<file path="src/rtl/lcd_pkg.sv">
// Shared LCD definitions: row geometry, arbiter state encoding and 50 MHz timing constants
// used by both the screen arbiter and the LCD driver.
package lcd_pkg;

    localparam int LCD_ROW_W = 128;
    localparam int LCD_CHARS = 16;
    localparam int IDX_W     = 3;

    localparam logic [LCD_ROW_W-1:0] BLANK_ROW = {LCD_CHARS{8'h20}};

    // Cycle counts at 50 MHz; the driver uses the HD44780 delays.
    localparam int CLK_HZ        = 50_000_000;
    localparam int HOLD_500MS    = CLK_HZ / 2;
    localparam int LCD_PWRUP_CYC = (CLK_HZ / 1000) * 15;
    localparam int LCD_CMD_CYC   = (CLK_HZ / 1_000_000) * 40;
    localparam int LCD_CLR_CYC   = (CLK_HZ / 1_000_000) * 1640;

    typedef enum logic [1:0] {
        S_BLANK = 2'd0,
        S_HOLD  = 2'd1,
        S_OPEN  = 2'd2
    } arb_state_e;

    function automatic logic [LCD_ROW_W-1:0] fill_row(input logic [7:0] ch);
        return {LCD_CHARS{ch}};
    endfunction

endpackage

</file>
<file path="src/rtl/lcd_prio_enc.sv">
// Fixed-priority encoder: lowest set request bit wins, returned both as index and one-hot.
module lcd_prio_enc
    import lcd_pkg::*;
#(
    parameter int NREQ = 3
) (
    input  logic [NREQ-1:0]  req,
    output logic             req_any,
    output logic [IDX_W-1:0] win_idx,
    output logic [NREQ-1:0]  win_onehot
);

    assign req_any    = |req;
    assign win_onehot = req & (~req + NREQ'(1));

    always_comb begin
        win_idx = '0;
        for (int i = NREQ - 1; i >= 0; i--) begin
            if (req[i]) begin
                win_idx = IDX_W'(i);
            end
        end
    end

endmodule

</file>
<file path="src/rtl/lcd_screen_arbiter.sv">
// Shares the 2x16 LCD among NREQ message sources with fixed priority (index 0 highest)
// and a minimum hold time so a freshly shown message stays readable.
module lcd_screen_arbiter
    import lcd_pkg::*;
#(
    parameter int         NREQ     = 3,
    parameter int         MIN_HOLD = 25_000_000,
    parameter int         HOLD_W   = 25,
    parameter logic [7:0] BLANK    = 8'h20
) (
    input  logic                      CLOCK,
    input  logic                      rst,
    input  logic [NREQ-1:0]           req,
    input  logic [NREQ*LCD_ROW_W-1:0] src_row1,
    input  logic [NREQ*LCD_ROW_W-1:0] src_row2,
    output logic [NREQ-1:0]           grant,
    output logic [IDX_W-1:0]          grant_idx,
    output logic [NREQ-1:0]           shown,
    output logic                      hold_busy,
    output logic [LCD_ROW_W-1:0]      row_1,
    output logic [LCD_ROW_W-1:0]      row_2
);

    localparam logic [HOLD_W-1:0] HOLD_LOAD  = (MIN_HOLD == 0) ? '0 : HOLD_W'(MIN_HOLD - 1);
    localparam arb_state_e        TAKE_STATE = (MIN_HOLD == 0) ? S_OPEN : S_HOLD;

    arb_state_e           state, state_nxt;
    logic [HOLD_W-1:0]    hold_cnt, hold_nxt;
    logic [NREQ-1:0]      grant_nxt, shown_nxt;
    logic [IDX_W-1:0]     idx_nxt;
    logic [LCD_ROW_W-1:0] row1_nxt, row2_nxt;

    logic                 any_req, hp_any, owner_req, take;
    logic [IDX_W-1:0]     win_idx, hp_idx, take_idx;
    logic [NREQ-1:0]      win_oh, hp_oh, take_oh, hp_req;

    // grant is one-hot, so grant-1 masks exactly the sources above the owner in priority.
    assign hp_req    = req & (grant - NREQ'(1));
    assign owner_req = |(req & grant);
    assign hold_busy = (state == S_HOLD);

    lcd_prio_enc #(.NREQ(NREQ)) u_win_enc (
        .req        (req),
        .req_any    (any_req),
        .win_idx    (win_idx),
        .win_onehot (win_oh)
    );

    lcd_prio_enc #(.NREQ(NREQ)) u_hp_enc (
        .req        (hp_req),
        .req_any    (hp_any),
        .win_idx    (hp_idx),
        .win_onehot (hp_oh)
    );

    assign take_oh  = hp_any ? hp_oh  : win_oh;
    assign take_idx = hp_any ? hp_idx : win_idx;

    always_comb begin
        state_nxt = state;
        hold_nxt  = hold_cnt;
        grant_nxt = grant;
        idx_nxt   = grant_idx;
        shown_nxt = '0;
        take      = 1'b0;

        case (state)
            S_BLANK: begin
                take = any_req;
            end
            S_HOLD: begin
                if (hp_any) begin
                    take = 1'b1;
                end else if (hold_cnt == '0) begin
                    state_nxt = S_OPEN;
                end else begin
                    hold_nxt = hold_cnt - HOLD_W'(1);
                end
            end
            S_OPEN: begin
                if (!owner_req && !any_req) begin
                    state_nxt = S_BLANK;
                    grant_nxt = '0;
                    idx_nxt   = '0;
                end else if (!owner_req || hp_any) begin
                    take = 1'b1;
                end
            end
            default: begin
                state_nxt = S_BLANK;
                hold_nxt  = '0;
                grant_nxt = '0;
                idx_nxt   = '0;
            end
        endcase

        if (take) begin
            state_nxt = TAKE_STATE;
            hold_nxt  = HOLD_LOAD;
            grant_nxt = take_oh;
            idx_nxt   = take_idx;
            shown_nxt = take_oh;
        end
    end

    // Text follows the next owner so grant and rows move on the same edge.
    always_comb begin
        row1_nxt = fill_row(BLANK);
        row2_nxt = fill_row(BLANK);
        for (int i = 0; i < NREQ; i++) begin
            if (grant_nxt[i]) begin
                row1_nxt = src_row1[i*LCD_ROW_W +: LCD_ROW_W];
                row2_nxt = src_row2[i*LCD_ROW_W +: LCD_ROW_W];
            end
        end
    end

    always_ff @(posedge CLOCK or posedge rst) begin
        if (rst) begin
            state     <= S_BLANK;
            hold_cnt  <= '0;
            grant     <= '0;
            grant_idx <= '0;
            shown     <= '0;
            row_1     <= fill_row(BLANK);
            row_2     <= fill_row(BLANK);
        end else begin
            state     <= state_nxt;
            hold_cnt  <= hold_nxt;
            grant     <= grant_nxt;
            grant_idx <= idx_nxt;
            shown     <= shown_nxt;
            row_1     <= row1_nxt;
            row_2     <= row2_nxt;
        end
    end

endmodule

</file>
<file path="config.mk">
export PLATFORM = sky130hd
export DESIGN_NAME = lcd_screen_arbiter
export DESIGN_NICKNAME = d
export VERILOG_FILES = /design/src/rtl/lcd_pkg.sv /design/src/rtl/lcd_prio_enc.sv /design/src/rtl/lcd_screen_arbiter.sv
export SDC_FILE = /design/constraint.sdc
export NUM_CORES = 1
export LEC_CHECK = 0
export ABC_CLOCK_PERIOD_IN_PS = 10100
export BUFFER_PORTS_ARGS = -buffer_cell sky130_fd_sc_hd__buf_2
export CORE_AREA = 2 2 403 405
export CTS_CLUSTER_SIZE = 12
export DETAILED_ROUTE_END_ITERATION = 8
export DIE_AREA = 0 0 405 407
export GPL_TIMING_DRIVEN = 0
export PLACE_DENSITY = 0.35
export SKIP_CTS_REPAIR_TIMING = 1
export SYNTH_ARGS = -nofsm -noshare
export SYNTH_HDL_FRONTEND = slang
export SYNTH_SLANG_ARGS = --single-unit
</file>
<file path="constraint.sdc">
create_clock -name CLOCK -period 10.1 [get_ports CLOCK]
set_input_delay 0.505 -clock CLOCK [delete_from_list [all_inputs] [get_ports CLOCK]]
set_output_delay 0.505 -clock CLOCK [all_outputs]
set_load 0.02 [all_outputs]
</file>
# == Word-level counts from Yosys, hierarchy flattened ==
# Cells that the tools add are included.
# totals
regBits,292
input_bits,773
out_inout_bits,266
word_cells,74
# op_classes
add_sub_neg,4
eq_ne,9
n_mux,34
n_bitwise,6
reduce_logical,14
# op_table
cell,count
2-to-1 mux 128 bit,6
2-to-1 mux 25 bit,3
one-hot mux 25 bit (2 select lines),1
zero test 25 bit,1
subtractor 25 x 1 -> 25 bit (second input constant),1
2-to-1 mux 3 bit,7
2-to-1 mux 2 bit,10
bitwise AND 3 bit,4
one-hot mux 3 bit (2 select lines),2
OR reduction 3 bit,3
adder 3 x 1 -> 3 bit (second input constant),2
!= test 3 bit (second input constant),2
NOT 3 bit,2
one-hot mux 2 bit (3 select lines),1
!= test 2 x 1 -> 1 bit (second input constant),2
AND reduction 4 bit,1
OR reduction 2 bit,2
2-to-1 mux 1 bit,3
!= test 3 x 1 -> 1 bit (second input constant),1
!= test 3 x 2 -> 1 bit (second input constant),1
one-hot mux 1 bit (3 select lines),1
AND reduction 3 bit,1
subtractor 3 x 1 -> 3 bit (second input constant),1
equality test 2 x 1 -> 1 bit (second input constant),1
7 further kinds,8

# == Depth between registers and ports, before layout ==
# logic_depth
ltp_word,11
ltp_mapped,10
mapped_depth_nobuf,8

# == By module ==
# Synthesis repeated with hierarchy kept, for this count alone.
# hier_totals
hier_cells,1788
hier_area_um2,16125.5
# modules_own_cells
module,n_inst,cells_per_inst,area_per_inst_um2,seq_area_each_um2
lcd_screen_arbiter,1,1772,16017.9,7347.0
lcd_prio_enc,2,8,53.8,0.0

# == Worst setup path after synthesis ==
# Ideal clock, no wire load.
# synth_path
kind,register to register
startpoint,register grant[0]
endpoint,register row_1[25]
setup_time_ns,0.067
arrival_time_ns,2.730
required_ns,10.033
path_slack_ns,7.304
stages_incl_launch_ff,11
path_buffers,2
synth_period_minus_slack_ns,2.796
path_cell_list,dfrtp_1 -> inv_1 -> ha_1 -> nor2b_1 -> nor2_1 -> o221ai_1 -> a32oi_2 -> inv_2 -> buf_2 -> clkbuf_1 -> a41o_1
# synth_between
elab_chain_cells,11
word_cells_on_any_way,22
classes_between,2 x add/sub; 11 x mux; 4 x bitwise; 5 x reduce/logical
# synth_rtl
element,line,rtl
"start, declared",lcd_screen_arbiter.sv:16,"output logic [NREQ-1:0] grant,"
"start signal, assigned",lcd_screen_arbiter.sv:130,grant <= grant_nxt;
subtractor 3 x 1 -> 3 bit / bitwise AND 3 bit (equally long branches),"lcd_screen_arbiter.sv:38, lcd_screen_arbiter.sv:39",
bitwise AND 3 bit / OR reduction 3 bit (equally long branches),"lcd_screen_arbiter.sv:38, lcd_screen_arbiter.sv:39",
OR reduction 3 bit / zero test 1 bit (equally long branches),"lcd_prio_enc.sv:13, lcd_screen_arbiter.sv:81, lcd_screen_arbiter.sv:85",
logical OR 1 bit,lcd_screen_arbiter.sv:85,end else if (!owner_req || hp_any) begin
2-to-1 mux 1 bit,lcd_screen_arbiter.sv:85,
2-to-1 mux 1 bit,lcd_screen_arbiter.sv:81,if (!owner_req && !any_req) begin
one-hot mux 1 bit (3 select lines),lcd_screen_arbiter.sv:67,case (state)
2-to-1 mux 3 bit (*),lcd_screen_arbiter.sv:97,if (take) begin
2-to-1 mux 128 bit (2 in a row),lcd_screen_arbiter.sv:111,if (grant_nxt[i]) begin
2-to-1 mux 128 bit (*),lcd_screen_arbiter.sv:111,
named net row1_nxt[25],lcd_screen_arbiter.sv:31,"logic [LCD_ROW_W-1:0] row1_nxt, row2_nxt;"
"end signal, assigned",lcd_screen_arbiter.sv:125,row_1 <= fill_row(BLANK);
"end signal, assigned",lcd_screen_arbiter.sv:133,row_1 <= row1_nxt;
"end, declared",lcd_screen_arbiter.sv:20,"output logic [LCD_ROW_W-1:0] row_1,"
# The timed path passes the listed nets; every way through them passes the cells marked *.
# A chain may end at the register's enable or synchronous reset.

# == Final worst setup path ==
# layout_path
startpoint,register grant[1]
endpoint,register row_1[70]
# The elaborated chain is that of the path after synthesis.

==> results.tsv <==
metric	value	unit
fin cells	5213	
Die Y	407	um
fin crit period	4.81	ns
Post-Route WL	179	mm
commonest non-fill, non-tap cells in the layout	1074 x buf_2, 275 x clkbuf_1, 259 x dfrtp_1	
TritonCTS Buffers	48	
Levels on crit path	10	
relative slew slack	11.2	%
Synth cell types	61	
vias per inst	4.97	
Highest Clock Rate	208	MHz
Tcrit/Tclk final	47.6	%
number of H-tree levels	2	
Root Buffer	clkbuf_16	
P_sw	4.86	mW
Placer Congestion	0.889	
RSZ-0062 raised after global routing	false	
switch share	51.6	%
Chip Width	405	um
Setup-failing EPs final	0	
drt first pass iters	6	
worst path bufs/invs	4	
sequential share of the synthesized area	38.8	%
IO Pins	1039	
Synth Flop Type	dfrtp_1	
DRC	0	
Clock Sinks	291	
worst clock skew	0.0403	ns
CTS tree	built	
Gate power share	60.3	%
Async SR Flop Fraction	100	%
wire per inst	34.3	um
Place WS	5.14	ns
cells on worst reg2reg path	10	
Slew @ Worst Pin	1.33	ns
Routed Antenna Nets	0	
slowest cell on the critical path	clkbuf_1	
post-DP HPWL	144	mm
cell family with most CP delay	buffers and inverters	
standard-cell rows	147	
first-pass GRT wire length	230	mm
CP cell instances	inv_1, ha_1, xor2_1, a211o_1, nor3_1, buf_2, clkbuf_1, clkbuf_1, o32ai_1, a41o_1	
P_leak	12.5	nW
WS Path Type	flop to flop	
FF+latch count, synth	291	
grt total ovfl	0	
Post-Syn Area	18900	sq um
Initial DRC Count	2665	
crit path max fanout	11	
hold depth	2	
status	finished clean	
Worst path max stage delay	0.94	ns
Layout area overhead	52.6	%
Hold Crit Class	input port to flop	
Flop pwr share	19.7	%
internal power	4.55	mW
Worst EP required	10.58	ns
initial cell density of the core	11.8	%
clock power share	19.9	%
placed cells	5052	
Mapped Nets	2627	
startpoint types	flop	
initial antenna violation count	199	
synthesized instance count	1851	
Die Area	165000	sq um
CP Capture Type	flop	
total number of vias	25906	
vias in the first global route	25111	
Synth Area per Inst	10.2	sq um
GRT Util Overall	20.4	%
number of synthesized flops with an enable pin	0	
Ys Warns	0	
most common cell after layout, fill and taps aside	buf_2	
total negative setup slack	0	ns
post-layout util	18.0	%
Final Hold Fails	0	
Max Cap Viol	0	
core area	160000	sq um
VDD IR max	128	uV
Fin Hold WS	0.0890	ns
CTS max path bufs	3	
share of post-route cells with drive strength above 1	40.3	%
I/O Buffers	1037	
Crit path arrival time	5.29	ns
Critical Path Most Common Cell	clkbuf_1	
largest net degree at the start of global routing	83	
clk slew on worst S/H paths	0.05	ns
pwr dens	327	nW/um^2
Final #Nets	3719	
Final Max Slew Viols	0	
latest clock arrival within the worst-skew pair	0.66	ns
final worst slack	5.29	ns
registers in the layout, summed over array words and instances (netlist names):
name	count
grant	3
grant_idx	2
hold_cnt	25
row_1	128
row_2	128
shown	3
state	2
per-layer routing:
layer  track usage (%)  up-vias  part of all wire, %
li1                  -    10663                    -
met4              9.37       72                  4.4
met1              23.1    13110                   37
met5                 0        -                 0.25
met3              7.13      445                  9.3
met2              34.2     1616                   49
cell families after synthesis:
group	synth area share, %
AOI/OAI and AO/OA	50.4
xor gates and xnor gates	0.0464
adders and majority gates	0.199
buffers and inverters	7.05
DFF	38.8
muxes	0.265
other	0.0199
and+or+nand+nor	3.22
stage by stage:
stage	cell area [sq um]	total power, mW
global route	28700	9.88
finish	28800	9.41
global placement	26800	7.54
CTS	28600	9.47
floorplan	18900	4.97
detailed placement	26900	7.50
worst paths after layout:
kind                               from            to  slack, ns
min reg2reg                grant_idx[0]  grant_idx[0]       0.53
min                         src_row1[0]      row_1[0]       0.09
max reg2reg                    grant[1]     row_1[70]       5.29
min in group asynchronous           rst    row_2[105]       0.42
max in group asynchronous           rst    row_1[113]       8.29
max                            grant[1]     row_1[70]       5.29
final cells by class:
class                   count  area (sq um)
well taps                2160          2700
plain buffers             319          1260
repair buffers           1042          5300
flip-flops and latches    291          7320
clock inverters            18           318
multi-input cells        1223         10200
inverters                  18          75.1
diodes                     72           180
clock buffers              70          1420
fillers                 18197        131000
power by group through the flow:
| stage | sequential (mW) | combinational (mW) | clock (mW) |
|---|---|---|---|
| floorplan | 2.42 | 2.55 | 0 |
| global placement | 1.88 | 5.66 | 0 |
| detailed placement | 1.87 | 5.63 | 0 |
| CTS | 1.86 | 5.66 | 1.95 |
| global route | 1.90 | 5.99 | 1.99 |
| finish | 1.86 | 5.68 | 1.88 |
synth_stat cells, types with 10 or more instances:
| cell type | instances | area (sq um) |
|---|---|---|
| or3_1 | 14 | 87.6 |
| nor2_1 | 19 | 71.3 |
| o41a_1 | 32 | 360 |
| inv_1 | 15 | 56.3 |
| a22oi_1 | 224 | 1680 |
| nand2_1 | 26 | 97.6 |
| nor3_1 | 10 | 50.1 |
| dfrtp_1 | 259 | 6480 |
| dfstp_2 | 32 | 841 |
| a21oi_1 | 10 | 50.1 |
| o22ai_1 | 33 | 206 |
| buf_2 | 37 | 185 |
| a32oi_1 | 256 | 2240 |
| clkbuf_1 | 265 | 995 |
| a41o_1 | 224 | 2240 |
| o21ai_0 | 14 | 70.1 |
| o32ai_1 | 256 | 2240 |
| buf_1 | 14 | 52.6 |
(Power assumes the default switching activity.)
